**src/rtl/pc_sequencer_pkg.sv**
```systemverilog
// Shared declarations for the PC sequencer slice.
//   WORD_SIZE    default datapath width
//   state_t      sequencer state (RUN / FLUSH / FAULT), legacy-encoded
//   redirect_t   which redirect source won arbitration this cycle
//   sext_to_word sign-extend a 12/13/21-bit immediate to a full word
package pc_seq_pkg;

  localparam int unsigned WORD_SIZE = 32;

  localparam logic [1:0] ST_RUN   = 2'd0;
  localparam logic [1:0] ST_FLUSH = 2'd1;
  localparam logic [1:0] ST_FAULT = 2'd2;

  typedef enum logic [1:0] {
    RUN   = ST_RUN,
    FLUSH = ST_FLUSH,
    FAULT = ST_FAULT
  } state_t;

  typedef enum logic [1:0] {
    RD_NONE,
    RD_BR,
    RD_JAL,
    RD_JALR
  } redirect_t;

  // imm carries the immediate in its low 'width' bits; upper bits are don't-care.
  function automatic logic [WORD_SIZE-1:0] sext_to_word(input logic [20:0] imm,
                                                        input int unsigned width);
    logic signed [WORD_SIZE-1:0] t;
    t = WORD_SIZE'(imm) << (WORD_SIZE - width);
    return t >>> (WORD_SIZE - width);
  endfunction

endpackage

```
**src/rtl/pc_sequencer_if.sv**
```systemverilog
// Execute-stage control / fetch-address bundle for pc_sequencer.
//   master : execute stage side (drives requests, reads fetch address)
//   slave  : the sequencer itself
interface pc_sequencer_if #(
  parameter int unsigned WORD_SIZE = pc_seq_pkg::WORD_SIZE
);
  logic                 stall;
  logic                 br_taken;
  logic [12:0]          br_offset;
  logic                 jal_req;
  logic [20:0]          jal_offset;
  logic                 jalr_req;
  logic [WORD_SIZE-1:0] jalr_base;
  logic [11:0]          jalr_imm;
  logic [WORD_SIZE-1:0] ex_pc;
  logic [WORD_SIZE-1:0] pc;
  logic                 pc_valid;
  logic                 flush;
  logic [WORD_SIZE-1:0] link_value;
  logic                 misalign_fault;

  modport master (
    output stall, br_taken, br_offset, jal_req, jal_offset,
           jalr_req, jalr_base, jalr_imm, ex_pc,
    input  pc, pc_valid, flush, link_value, misalign_fault
  );

  modport slave (
    input  stall, br_taken, br_offset, jal_req, jal_offset,
           jalr_req, jalr_base, jalr_imm, ex_pc,
    output pc, pc_valid, flush, link_value, misalign_fault
  );
endinterface

```
**src/rtl/pc_sequencer_target_adder.sv**
```systemverilog
// Shared redirect-target adder (combinational).
//   base    : ex_pc or rs1
//   offset  : already sign-extended immediate
//   clr_lsb : clear bit 0 of the sum (JALR)
//   target  : resulting redirect address, modulo 2^WORD_SIZE
module target_adder #(
  parameter int unsigned WORD_SIZE = pc_seq_pkg::WORD_SIZE
) (
  input  logic [WORD_SIZE-1:0] base,
  input  logic [WORD_SIZE-1:0] offset,
  input  logic                 clr_lsb,
  output logic [WORD_SIZE-1:0] target
);
  logic [WORD_SIZE-1:0] sum;

  assign sum    = base + offset;
  assign target = {sum[WORD_SIZE-1:1], sum[0] & ~clr_lsb};
endmodule

```
**src/rtl/pc_sequencer.sv**
```systemverilog
// Fetch PC owner: sequential advance, JAL / branch / JALR redirects,
// post-redirect flush window and sticky misalignment fault.
//   clk   : rising-edge clock
//   reset : synchronous, active-low
//   bus   : execute-stage requests in, fetch address / status out
module pc_sequencer #(
  parameter int unsigned          WORD_SIZE    = pc_seq_pkg::WORD_SIZE,
  parameter logic [WORD_SIZE-1:0] RESET_PC     = '0,
  parameter int unsigned          FLUSH_CYCLES = 2
) (
  input  logic          clk,
  input  logic          reset,
  pc_sequencer_if.slave bus
);
  import pc_seq_pkg::*;

  state_t               state;
  redirect_t            rd_kind;
  logic [WORD_SIZE-1:0] pc_q;
  logic                 pc_valid_q;
  logic                 flush_q;
  logic                 fault_q;
  logic [2:0]           flush_cnt;

  logic [WORD_SIZE-1:0] add_base;
  logic [WORD_SIZE-1:0] add_off;
  logic                 add_clr;
  logic [WORD_SIZE-1:0] target;
  logic                 misaligned;

  // Lower-priority requests are simply dropped.
  always_comb begin
    rd_kind = RD_NONE;
    if (bus.jalr_req)      rd_kind = RD_JALR;
    else if (bus.jal_req)  rd_kind = RD_JAL;
    else if (bus.br_taken) rd_kind = RD_BR;
  end

  always_comb begin
    add_base = bus.ex_pc;
    add_off  = WORD_SIZE'($signed(sext_to_word(21'(bus.br_offset), 13)));
    add_clr  = 1'b0;
    case (rd_kind)
      RD_JALR: begin
        add_base = bus.jalr_base;
        add_off  = WORD_SIZE'($signed(sext_to_word(21'(bus.jalr_imm), 12)));
        add_clr  = 1'b1;
      end
      RD_JAL:  add_off = WORD_SIZE'($signed(sext_to_word(bus.jal_offset, 21)));
      default: ;
    endcase
  end

  target_adder #(.WORD_SIZE(WORD_SIZE)) u_target_adder (
    .base    (add_base),
    .offset  (add_off),
    .clr_lsb (add_clr),
    .target  (target)
  );

  // JALR already has bit 0 cleared, so one check covers all three kinds.
  assign misaligned = |target[1:0];

  always_ff @(posedge clk) begin
    if (!reset) begin
      state      <= RUN;
      pc_q       <= RESET_PC;
      pc_valid_q <= 1'b1;
      flush_q    <= 1'b0;
      fault_q    <= 1'b0;
      flush_cnt  <= '0;
    end else begin
      case (state)
        RUN: begin
          if (rd_kind != RD_NONE) begin
            flush_q <= 1'b1;
            if (misaligned) begin
              fault_q    <= 1'b1;
              pc_valid_q <= 1'b0;
              state      <= FAULT;
            end else begin
              pc_q      <= target;
              flush_cnt <= 3'(FLUSH_CYCLES);
              state     <= FLUSH;
            end
          end else if (!bus.stall) begin
            pc_q <= pc_q + WORD_SIZE'(4);
          end
        end
        FLUSH: begin
          if (!bus.stall) pc_q <= pc_q + WORD_SIZE'(4);
          // Counter runs even while stalled; last decrement drops flush.
          flush_cnt <= flush_cnt - 3'd1;
          if (flush_cnt == 3'd1) begin
            flush_q <= 1'b0;
            state   <= RUN;
          end
        end
        FAULT: ;
        default: begin
          fault_q    <= 1'b1;
          pc_valid_q <= 1'b0;
          flush_q    <= 1'b1;
          state      <= FAULT;
        end
      endcase
    end
  end

  assign bus.pc             = pc_q;
  assign bus.pc_valid       = pc_valid_q;
  assign bus.flush          = flush_q;
  assign bus.misalign_fault = fault_q;
  assign bus.link_value     = bus.ex_pc + WORD_SIZE'(4);

endmodule

```
**src/flat_wrapper.sv**
```systemverilog
// flat-port wrapper written by rule: the top's interface ports become plain ports
module pc_sequencer_flat import pc_seq_pkg::*;
#(
  parameter int unsigned          WORD_SIZE    = pc_seq_pkg::WORD_SIZE,
  parameter logic [WORD_SIZE-1:0] RESET_PC     = '0,
  parameter int unsigned          FLUSH_CYCLES = 2
)
  (clk, reset, bus_stall, bus_br_taken, bus_br_offset, bus_jal_req, bus_jal_offset, bus_jalr_req, bus_jalr_base, bus_jalr_imm, bus_ex_pc, bus_pc, bus_pc_valid, bus_flush, bus_link_value, bus_misalign_fault);
  pc_sequencer_if #(.WORD_SIZE(WORD_SIZE)) bus_i ();
  input  logic clk;
  input  logic reset;
  input wire logic [$bits(bus_i.stall)-1:0] bus_stall;
  input wire logic [$bits(bus_i.br_taken)-1:0] bus_br_taken;
  input wire logic [$bits(bus_i.br_offset)-1:0] bus_br_offset;
  input wire logic [$bits(bus_i.jal_req)-1:0] bus_jal_req;
  input wire logic [$bits(bus_i.jal_offset)-1:0] bus_jal_offset;
  input wire logic [$bits(bus_i.jalr_req)-1:0] bus_jalr_req;
  input wire logic [$bits(bus_i.jalr_base)-1:0] bus_jalr_base;
  input wire logic [$bits(bus_i.jalr_imm)-1:0] bus_jalr_imm;
  input wire logic [$bits(bus_i.ex_pc)-1:0] bus_ex_pc;
  output wire logic [$bits(bus_i.pc)-1:0] bus_pc;
  output wire logic [$bits(bus_i.pc_valid)-1:0] bus_pc_valid;
  output wire logic [$bits(bus_i.flush)-1:0] bus_flush;
  output wire logic [$bits(bus_i.link_value)-1:0] bus_link_value;
  output wire logic [$bits(bus_i.misalign_fault)-1:0] bus_misalign_fault;
  assign bus_i.stall = bus_stall;
  assign bus_i.br_taken = bus_br_taken;
  assign bus_i.br_offset = bus_br_offset;
  assign bus_i.jal_req = bus_jal_req;
  assign bus_i.jal_offset = bus_jal_offset;
  assign bus_i.jalr_req = bus_jalr_req;
  assign bus_i.jalr_base = bus_jalr_base;
  assign bus_i.jalr_imm = bus_jalr_imm;
  assign bus_i.ex_pc = bus_ex_pc;
  assign bus_pc = bus_i.pc;
  assign bus_pc_valid = bus_i.pc_valid;
  assign bus_flush = bus_i.flush;
  assign bus_link_value = bus_i.link_value;
  assign bus_misalign_fault = bus_i.misalign_fault;
  pc_sequencer #(.WORD_SIZE(WORD_SIZE), .RESET_PC(RESET_PC), .FLUSH_CYCLES(FLUSH_CYCLES)) u_core (.clk(clk), .reset(reset), .bus(bus_i));
endmodule
```
**config.mk**
```make
export PLATFORM = sky130hd
export DESIGN_NAME = pc_sequencer_flat
export DESIGN_NICKNAME = d
export VERILOG_FILES = /design/src/rtl/pc_sequencer_pkg.sv /design/src/rtl/pc_sequencer_if.sv /design/src/rtl/pc_sequencer_target_adder.sv /design/src/rtl/pc_sequencer.sv /design/src/flat_wrapper.sv
export SDC_FILE = /design/constraint.sdc
export NUM_CORES = 1
export LEC_CHECK = 0
export CELL_PAD_IN_SITES_DETAIL_PLACEMENT = 0
export CELL_PAD_IN_SITES_GLOBAL_PLACEMENT = 2
export CORE_ASPECT_RATIO = 1.1
export CORE_MARGIN = 10
export CORE_UTILIZATION = 27
export DETAILED_ROUTE_END_ITERATION = 7
export PLACE_DENSITY_LB_ADDON = 0.08
export SLEW_MARGIN = 20
export SYNTH_ARGS = -nofsm -noshare
export SYNTH_HDL_FRONTEND = slang
export SYNTH_SLANG_ARGS = --single-unit
```
**constraint.sdc**
```tcl
create_clock -name clk -period 10 [get_ports clk]
set_input_delay 2.5 -clock clk [delete_from_list [all_inputs] [get_ports clk]]
set_output_delay 2.5 -clock clk [all_outputs]
set_load 0.05 [all_outputs]
```
* Word level (Yosys, flattened, before mapping)
Cells that the tools add are included.
** Storage, ports and cells
- Bits in registers :: 40
- Logic and storage cells :: 59
- Output and inout port bits :: 67
** Operators by class
- Mux-type cells :: 26
- Add/sub/neg operators :: 4
- Eq/ne operators :: 10
- Reductions and logical operators :: 9
- Bitwise gates (word level) :: 4
** Operators by type and width (count)
- 32-bit 2-to-1 mux :: 4
- 32-bit case mux with 2 select lines :: 2
- 32-bit by 3-bit adder with 32-bit output (second input constant) :: 2
- 32-bit adder :: 1
- 2-bit 2-to-1 mux :: 5
- 3-bit AND reduction :: 3
- 1-bit 2-to-1 mux :: 8
- 2-bit == test (second input constant) :: 3
- 3-bit 2-to-1 mux :: 2
- 2-bit by 1-bit != test with 1-bit output (second input constant) :: 3
- 2-bit case mux with 3 select lines :: 1
- 3-bit case mux with 2 select lines :: 1
- 1-bit case mux with 2 select lines :: 2
- 2-bit nonzero test :: 2
- 2-bit OR reduction :: 2
- 3-bit by 1-bit == test with 1-bit output (second input constant) :: 1
- 3-bit != test (second input constant) :: 1
- 1-bit inverter :: 3
- 1-bit case mux with 3 select lines :: 1
- 3-bit by 1-bit subtractor with 3-bit output (second input constant) :: 1
- 2-bit by 1-bit == test with 1-bit output (second input constant) :: 1
- 2-bit logical NOT :: 1
- 2-bit != test (second input constant) :: 1
- 2-bit AND reduction :: 1
- 1-bit AND :: 1

* Depth between registers and ports, before layout
Gate-level depths: netlist of run 1.
- Depth after elaboration :: 11
- Gate-level depth with buffers :: 17
- Gate-level depth less buffers :: 14

* Hierarchy
A second synthesis of run 1 with hierarchy kept.
** Unflattened totals
- Cells, all modules :: 768
- Area, all modules :: 5572.8 um^2
** Modules (own cells, without submodules)
- pc_sequencer :: instances 1, area an instance 3724.8 um^2, cells each 504
- target_adder :: instances 1, area an instance 1848.0 um^2, cells each 264

* Least setup slack after synthesis of run 1
No wires, ideal clock.
- Path kind :: in2out
- From :: input bus_ex_pc[2]
- To :: output bus_link_value[31]
- Stages :: 7
- Arrival :: 4.479 ns
- Setup slack :: 3.021 ns
- Data required time :: 7.500 ns
- Buffers on the path :: 1
- Cell sequence :: and4_1 -> and4_1 -> clkbuf_1 -> and3_1 -> nor2b_1 -> nand4_1 -> xnor2_1
** On the way
- Word-level cells in the longest chain between the ends :: 1
** Ends and longest elaborated chain
- start: declaration :: line flat_wrapper.sv:20 : input wire logic [$bits(bus_i.ex_pc)-1:0] bus_ex_pc;
- 32-bit by 3-bit adder with 32-bit output :: line pc_sequencer.sv:114 : assign bus.link_value = bus.ex_pc + WORD_SIZE'(4);
- end: declaration :: line flat_wrapper.sv:24 : output wire logic [$bits(bus_i.link_value)-1:0] bus_link_value;
No other way between the ends.

* Worst setup path in the final report of run 1
- From :: input bus_ex_pc[4]
- To :: output bus_link_value[31]
Same word-level chain as after synthesis.

==> results.md, run 1 <==
- Outcome: finished, final reports clean
- Seq/Total Area, Yosys: 15.80%
- Slew Limit Headroom: 36.95%
- Core Box Area: 18410 µm²
- Hold buffers post-CTS: 0
- I/O pin total: 183
- Largest net degree at the start of global routing: 60
- Synth top area cells: dfxtp_1, ha_1, a21oi_1, xnor2_1, mux2_2
- Sw frac: 50.43%
- Crit Path Category: input port to output pin
- Vias in the first global route: 5622
- PnR worst setup slack: 2098 ps
- Post-cts sizing count: 0
- # fillers: 1903
- Routed Antenna Nets: 0
- Placed inst area: 7098 µm²
- Area growth, synth to finish: 43.00%
- FMAX: 0.1265 GHz
- Avg WL per Cell: 18.08 µm
- Crit path max fanout: 5
- Leakage: 2.757 nW
- Final period util: 79.02%
- CTS tree: built
- Cell count after placement: 1091
- Setup violations, final: 0
- Worst hold margin: 468.0 ps
- CTS sink cnt: 40
- Worst Tran Pin Value: 942.9 ps
- Clock share of power: 13.4%
- Max-slew violation count: 0
- Combinational share of power: 64.9%
- Vias: 5558
- Final non-filler cell total: 1099
- VDD IR max: 126.8 µV
- Seq pwr share: 21.7%
- Most used DFF post-synth: dfxtp_1
- Pre-antenna DRT Iters: 4
- First-pass GRT wire length: 30570 µm
- Final wirelength: 19870 µm
- Vias per cell: 5.057
- Depth of the CTS H-tree: 2
- Arr. time, crit path: 5400 ps
- Finished Cell Area: 7248 µm²
- Routability cong.: 0.8638
- Initial antenna violation count: 1
- Clock buffer depth: 2
- Mapped Nets: 849
- Cell Area, Synth: 5069 µm²
- Clock Latency Late Sink: 290 ps
- Fin util: 39.37%
- Yosys cell types: 69
- Cts bufs inserted: 5
- Die area: 24660 µm²
- Root Driver: clkbuf_16
- Startpoint Class: input port
- Total power: 1.275 mW
- Post-synth ARST share: 0%
- Die height: 163.7 µm
- Unrepaired setup endpoints after global routing: false
- Most common cell after layout, fill and taps aside: clkdlybuf4s50_1
- WP buf/inv: 2
- Final min period: 7902 ps
- # Post-CTS Setup Buffers: 0
- Power per cell area: 175.9 nW/µm²
- Ys Warns: 0
- Most frequent cells in the layout: clkdlybuf4s50_1, a21oi_1, nand2_1, o21ai_0, nor2_1
- Yosys top cell area share: 15.80%
- Max_cap viols: 0
- Worst path slowest cell: clkdlybuf4s50_1
- Total GRT Usage: 15.35%
- Net switching power: 0.6432 mW
- Cell family with most CP delay: buffers and inverters
- GRT overflow: 0
- Cell Int Power: 0.6321 mW
- Clock Pin Slew Worst Setup and Hold Paths: 60 ps
- Final Hold Viols: 0
- HP Class: register to register
- Port bufs: 182
- Setup WS pre-CTS: 2131 ps
- Row cnt: 52
- Syn_area_per_cell: 7.303 µm²
- DRC Markers: 0
- CP required: 7500 ps
- 1st-iter DRT viols: 296
- Layout cells sized above 1: 7.135%
- Synth area leader: dfxtp_1
- Worst path cell trace: clkdlybuf4s50_1, and4_1, and4_1, and3_1, nor2b_1, nand4_1, xnor2_1, clkdlybuf4s50_1
- Number of synthesized flops with an enable pin: 0
- Die span in x: 150.6 µm
- Total Neg Setup Slack: 0 ps
- CP Capture Type: output pin
- Starting density of the core: 27.53%
- Post-Synthesis Cells: 694
- Setup Skew: 5.758 ps
- Seq cells post-synth: 40
- CP peak stage delay: 830 ps
- Layout Nets: 1010
- Hpwl dp: 16360 µm
layout make-up:
cell class	count	area, µm²	area share, %
Clock buffer	7	152.6	2.106
Multi-Input combinational cell	596	4041	55.76
Tap cell	243	304.0	4.195
Antenna cell	1	2.502	0.03452
Timing Repair Buffer	188	1857	25.62
Inverter	24	90.09	1.243
Sequential cell	40	800.8	11.05
logic make-up (layout without fill, tap and decap cells):
| kind of cell | count (synthesis) | in the layout | share of synthesized area, % |
|---|---|---|---|
| AOI/OAI and AO/OA | 217 | 217 | 27.55 |
| xor gates and xnor gates | 59 | 59 | 10.20 |
| adders and majority gates | 39 | 39 | 9.775 |
| buffers and inverters | 58 | 219 | 4.468 |
| DFF | 40 | 40 | 15.80 |
| muxes | 46 | 46 | 9.825 |
| other | 0 | 1 | 0 |
| and+or+nand+nor | 235 | 235 | 22.39 |
worst reg2reg max path: cells and delay by family (launching register included):
| kind | cells | cell delay, ps |
|---|---|---|
| AO/OA/AOI/OAI | 4 | 870 |
| adder cells (fa/ha/maj) | 1 | 260 |
| buffers and inverters | 2 | 310 |
| flip-flops | 1 | 330 |
| AND/OR/NAND/NOR | 4 | 950 |
flip-flops by register name (all words and copies together), names as in the netlist:
name and flops:
u_core.bus.flush 1, u_core.bus.misalign_fault 1, u_core.bus.pc 32, u_core.bus.pc_valid 1
u_core.flush_cnt 3, u_core.state 2
power groups by stage:
| stage | registers [mW] | clock network, mW | logic [mW] |
|---|---|---|---|
| after detailed placement | 0.279 | 0 | 0.831 |
| after global routing | 0.285 | 0.180 | 0.898 |
| final | 0.276 | 0.171 | 0.828 |
| after CTS | 0.276 | 0.175 | 0.836 |
| after global placement | 0.277 | 0 | 0.828 |
| after floorplan | 0.428 | 0 | 0.396 |
path summary, 6_finish.rpt:
check,startpoint,to,slack [ps],depth (start not counted)
worst min-delay path,u_core.bus.pc_valid,u_core.bus.pc_valid,470,2
worst min register to register,u_core.bus.pc_valid,u_core.bus.pc_valid,470,2
worst max-delay path,bus_ex_pc[4],bus_link_value[31],2100,8
worst max register to register,u_core.state[0],u_core.bus.pc[30],7170,11
cell usage after synthesis, types with 3 or more instances:
master / number
a211oi_1: 4
a21boi_0: 3
a21o_1: 17
a21oi_1: 78
a31oi_1: 9
a41oi_1: 4
and2_1: 5
and3_1: 17
and4_1: 3
clkbuf_1: 29
dfxtp_1: 40
ha_1: 38
inv_1: 23
mux2_2: 30
mux2i_1: 16
nand2_1: 71
nand2b_1: 4
nand3_1: 31
nand4_1: 15
nor2_1: 46
nor2b_1: 10
nor3_1: 17
nor4_1: 3
o21a_1: 11
o21ai_0: 47
o21ai_1: 5
o221ai_1: 7
or3_1: 3
xnor2_1: 44
xor2_1: 15
per-layer routing:
layer	part of all wire (%)	track usage (%)	up-vias	wire (µm)
li1	-	-	2866	-
met1	48	19.96	2524	9464
met2	43	24.39	157	8618
met3	8.1	5.010	11	1618
met4	0.83	2.933	0	164
met5	0	0	-	0
(Power assumes the default switching activity.)
==> run 2, diff against run 1 <==
--- a/config.mk
+++ b/config.mk
@@ -9,7 +9,7 @@
 export CELL_PAD_IN_SITES_GLOBAL_PLACEMENT = 2
 export CORE_ASPECT_RATIO = 1.1
 export CORE_MARGIN = 10
-export CORE_UTILIZATION = 27
+export CORE_UTILIZATION = 25
 export DETAILED_ROUTE_END_ITERATION = 7
 export PLACE_DENSITY_LB_ADDON = 0.08
 export SLEW_MARGIN = 20
==> constraint.sdc (replaced) <==
create_clock -name clk -period 8.05 [get_ports clk]
set_input_delay 2.0125 -clock clk [delete_from_list [all_inputs] [get_ports clk]]
set_output_delay 2.0125 -clock clk [all_outputs]
set_load 0.05 [all_outputs]
==> results.md, run 2 (synthesis results as in run 1) <==
- Arr. time, crit path: 4890 ps
- Cell family with most CP delay: buffers and inverters
- Starting density of the core: 25.52%
- Worst Tran Pin Value: 1071 ps
- Depth of the CTS H-tree: 2
- First-pass GRT wire length: 31980 µm
- Total Neg Setup Slack: 0 ps
- Area growth, synth to finish: 43.08%
- 1st-iter DRT viols: 225
- Final Hold Viols: 0
- Worst path slowest cell: clkdlybuf4s50_1
- # fillers: 2109
- N_diodes: 0
- Pre-antenna DRT Iters: 4
- VDD IR max: 134.7 µV
- Vias in the first global route: 5868
- Layout Nets: 1008
- Clock Latency Late Sink: 290 ps
- Vias per cell: 5.067
- I/O pin total: 183
- Vias: 5599
- Crit path max fanout: 5
- Crit Path Category: input port to output pin
- FMAX: 0.1449 GHz
- Slew Limit Headroom: 28.51%
- Final min period: 6900 ps
- GRT overflow: 0
- Die span in x: 155.8 µm
- Clock buffer depth: 2
- Die height: 169.3 µm
- Avg WL per Cell: 18.08 µm
- Final period util: 85.71%
- Total GRT Usage: 14.69%
- Max-slew violation count: 0
- Final wirelength: 19980 µm
- Outcome: finished, final reports clean
- Startpoint Class: input port
- CTS tree: built
- Unrepaired setup endpoints after global routing: false
- Setup Skew: 6.172 ps
- Hold buffers post-CTS: 0
- Die area: 26380 µm²
- Core Box Area: 19860 µm²
- # Post-CTS Setup Buffers: 0
- Cell count after placement: 1098
- Leakage: 2.748 nW
- Cts bufs inserted: 5
- Most frequent cells in the layout: clkdlybuf4s50_1, a21oi_1, nand2_1, o21ai_0, nor2_1
- Routed Antenna Nets: 0
- Clock Pin Slew Worst Setup and Hold Paths: 60 ps
- CP Capture Type: output pin
- Post-cts sizing count: 0
- Port bufs: 182
- Largest net degree at the start of global routing: 60
- Hpwl dp: 16550 µm
- Routability cong.: 0.8647
- CTS sink cnt: 40
- Power per cell area: 218.4 nW/µm²
- Worst path cell trace: clkdlybuf4s50_1, and4_1, and4_1, and3_1, nor2b_1, nand4_1, xnor2_1, clkdlybuf4s50_1
- Final non-filler cell total: 1105
- DRC Markers: 0
- Max_cap viols: 0
- Layout cells sized above 1: 6.917%
- Initial antenna violation count: 0
- Max FFs per register: 32
- Row cnt: 54
- Root Driver: clkbuf_16
- Most common cell after layout, fill and taps aside: clkdlybuf4s50_1
- CP required: 6040 ps
- Setup violations, final: 0
- CP peak stage delay: 830 ps
- HP Class: register to register
- WP buf/inv: 2
==> run 2: per-layer routing <==
layer	GRT usage (%)	up-vias	routed length [µm]
li1	-	2860	-
met1	19.62	2576	9795
met2	22.70	155	8496
met3	4.791	8	1528
met4	2.687	0	155
met5	0	-	0
==> run 2: final cells by class <==
cell class / instances / area (µm²) / share of cell area (%)
multi-input cells: 596 / 4044 / 55.76
repair buffers: 186 / 1849 / 25.50
flip-flops and latches: 40 / 800.8 / 11.04
well taps: 252 / 315.3 / 4.348
clock buffers: 7 / 152.6 / 2.105
inverters: 24 / 90.09 / 1.242
==> run 2: where the power goes <==
part	total (mW)	internal, mW	switching, mW
clock network	0.214	0.130	0.0841
logic	1.03	0.387	0.639
registers	0.344	0.266	0.0779
total	1.58	0.783	0.801
==> run 2: worst paths after layout <==
path	to	slack [ps]	startpoint	cells after the start
hold reg to reg	u_core.bus.misalign_fault	480	u_core.bus.misalign_fault	2
hold / removal	u_core.bus.misalign_fault	480	u_core.bus.misalign_fault	2
setup / recovery	bus_link_value[31]	1150	bus_ex_pc[4]	8
setup reg to reg	u_core.bus.pc[20]	5180	u_core.state[0]	11
==> run 2: tightest hold or removal path, cell delays in order, from the launching register on <==
cell     delay [ps]
dfxtp_1         330
nor2_1           50
nor2_1           70
==> run 2: through the flow <==
step / hold slack (ps) / util, % / area (µm²) / power [mW] / setup WS [ps]
global route: 500.1 / 36.51 / 7252 / 1.699 / 914.3
floorplan: 472.2 / - / 5069 / 1.024 / 2046
detailed placement: 466.8 / 35.73 / 7097 / 1.381 / 1140
global placement: 458.9 / 35.73 / 7097 / 1.374 / 1162
CTS: 482.0 / 36.50 / 7249 / 1.599 / 1120
finish: 477.3 / 36.51 / 7252 / 1.584 / 1150
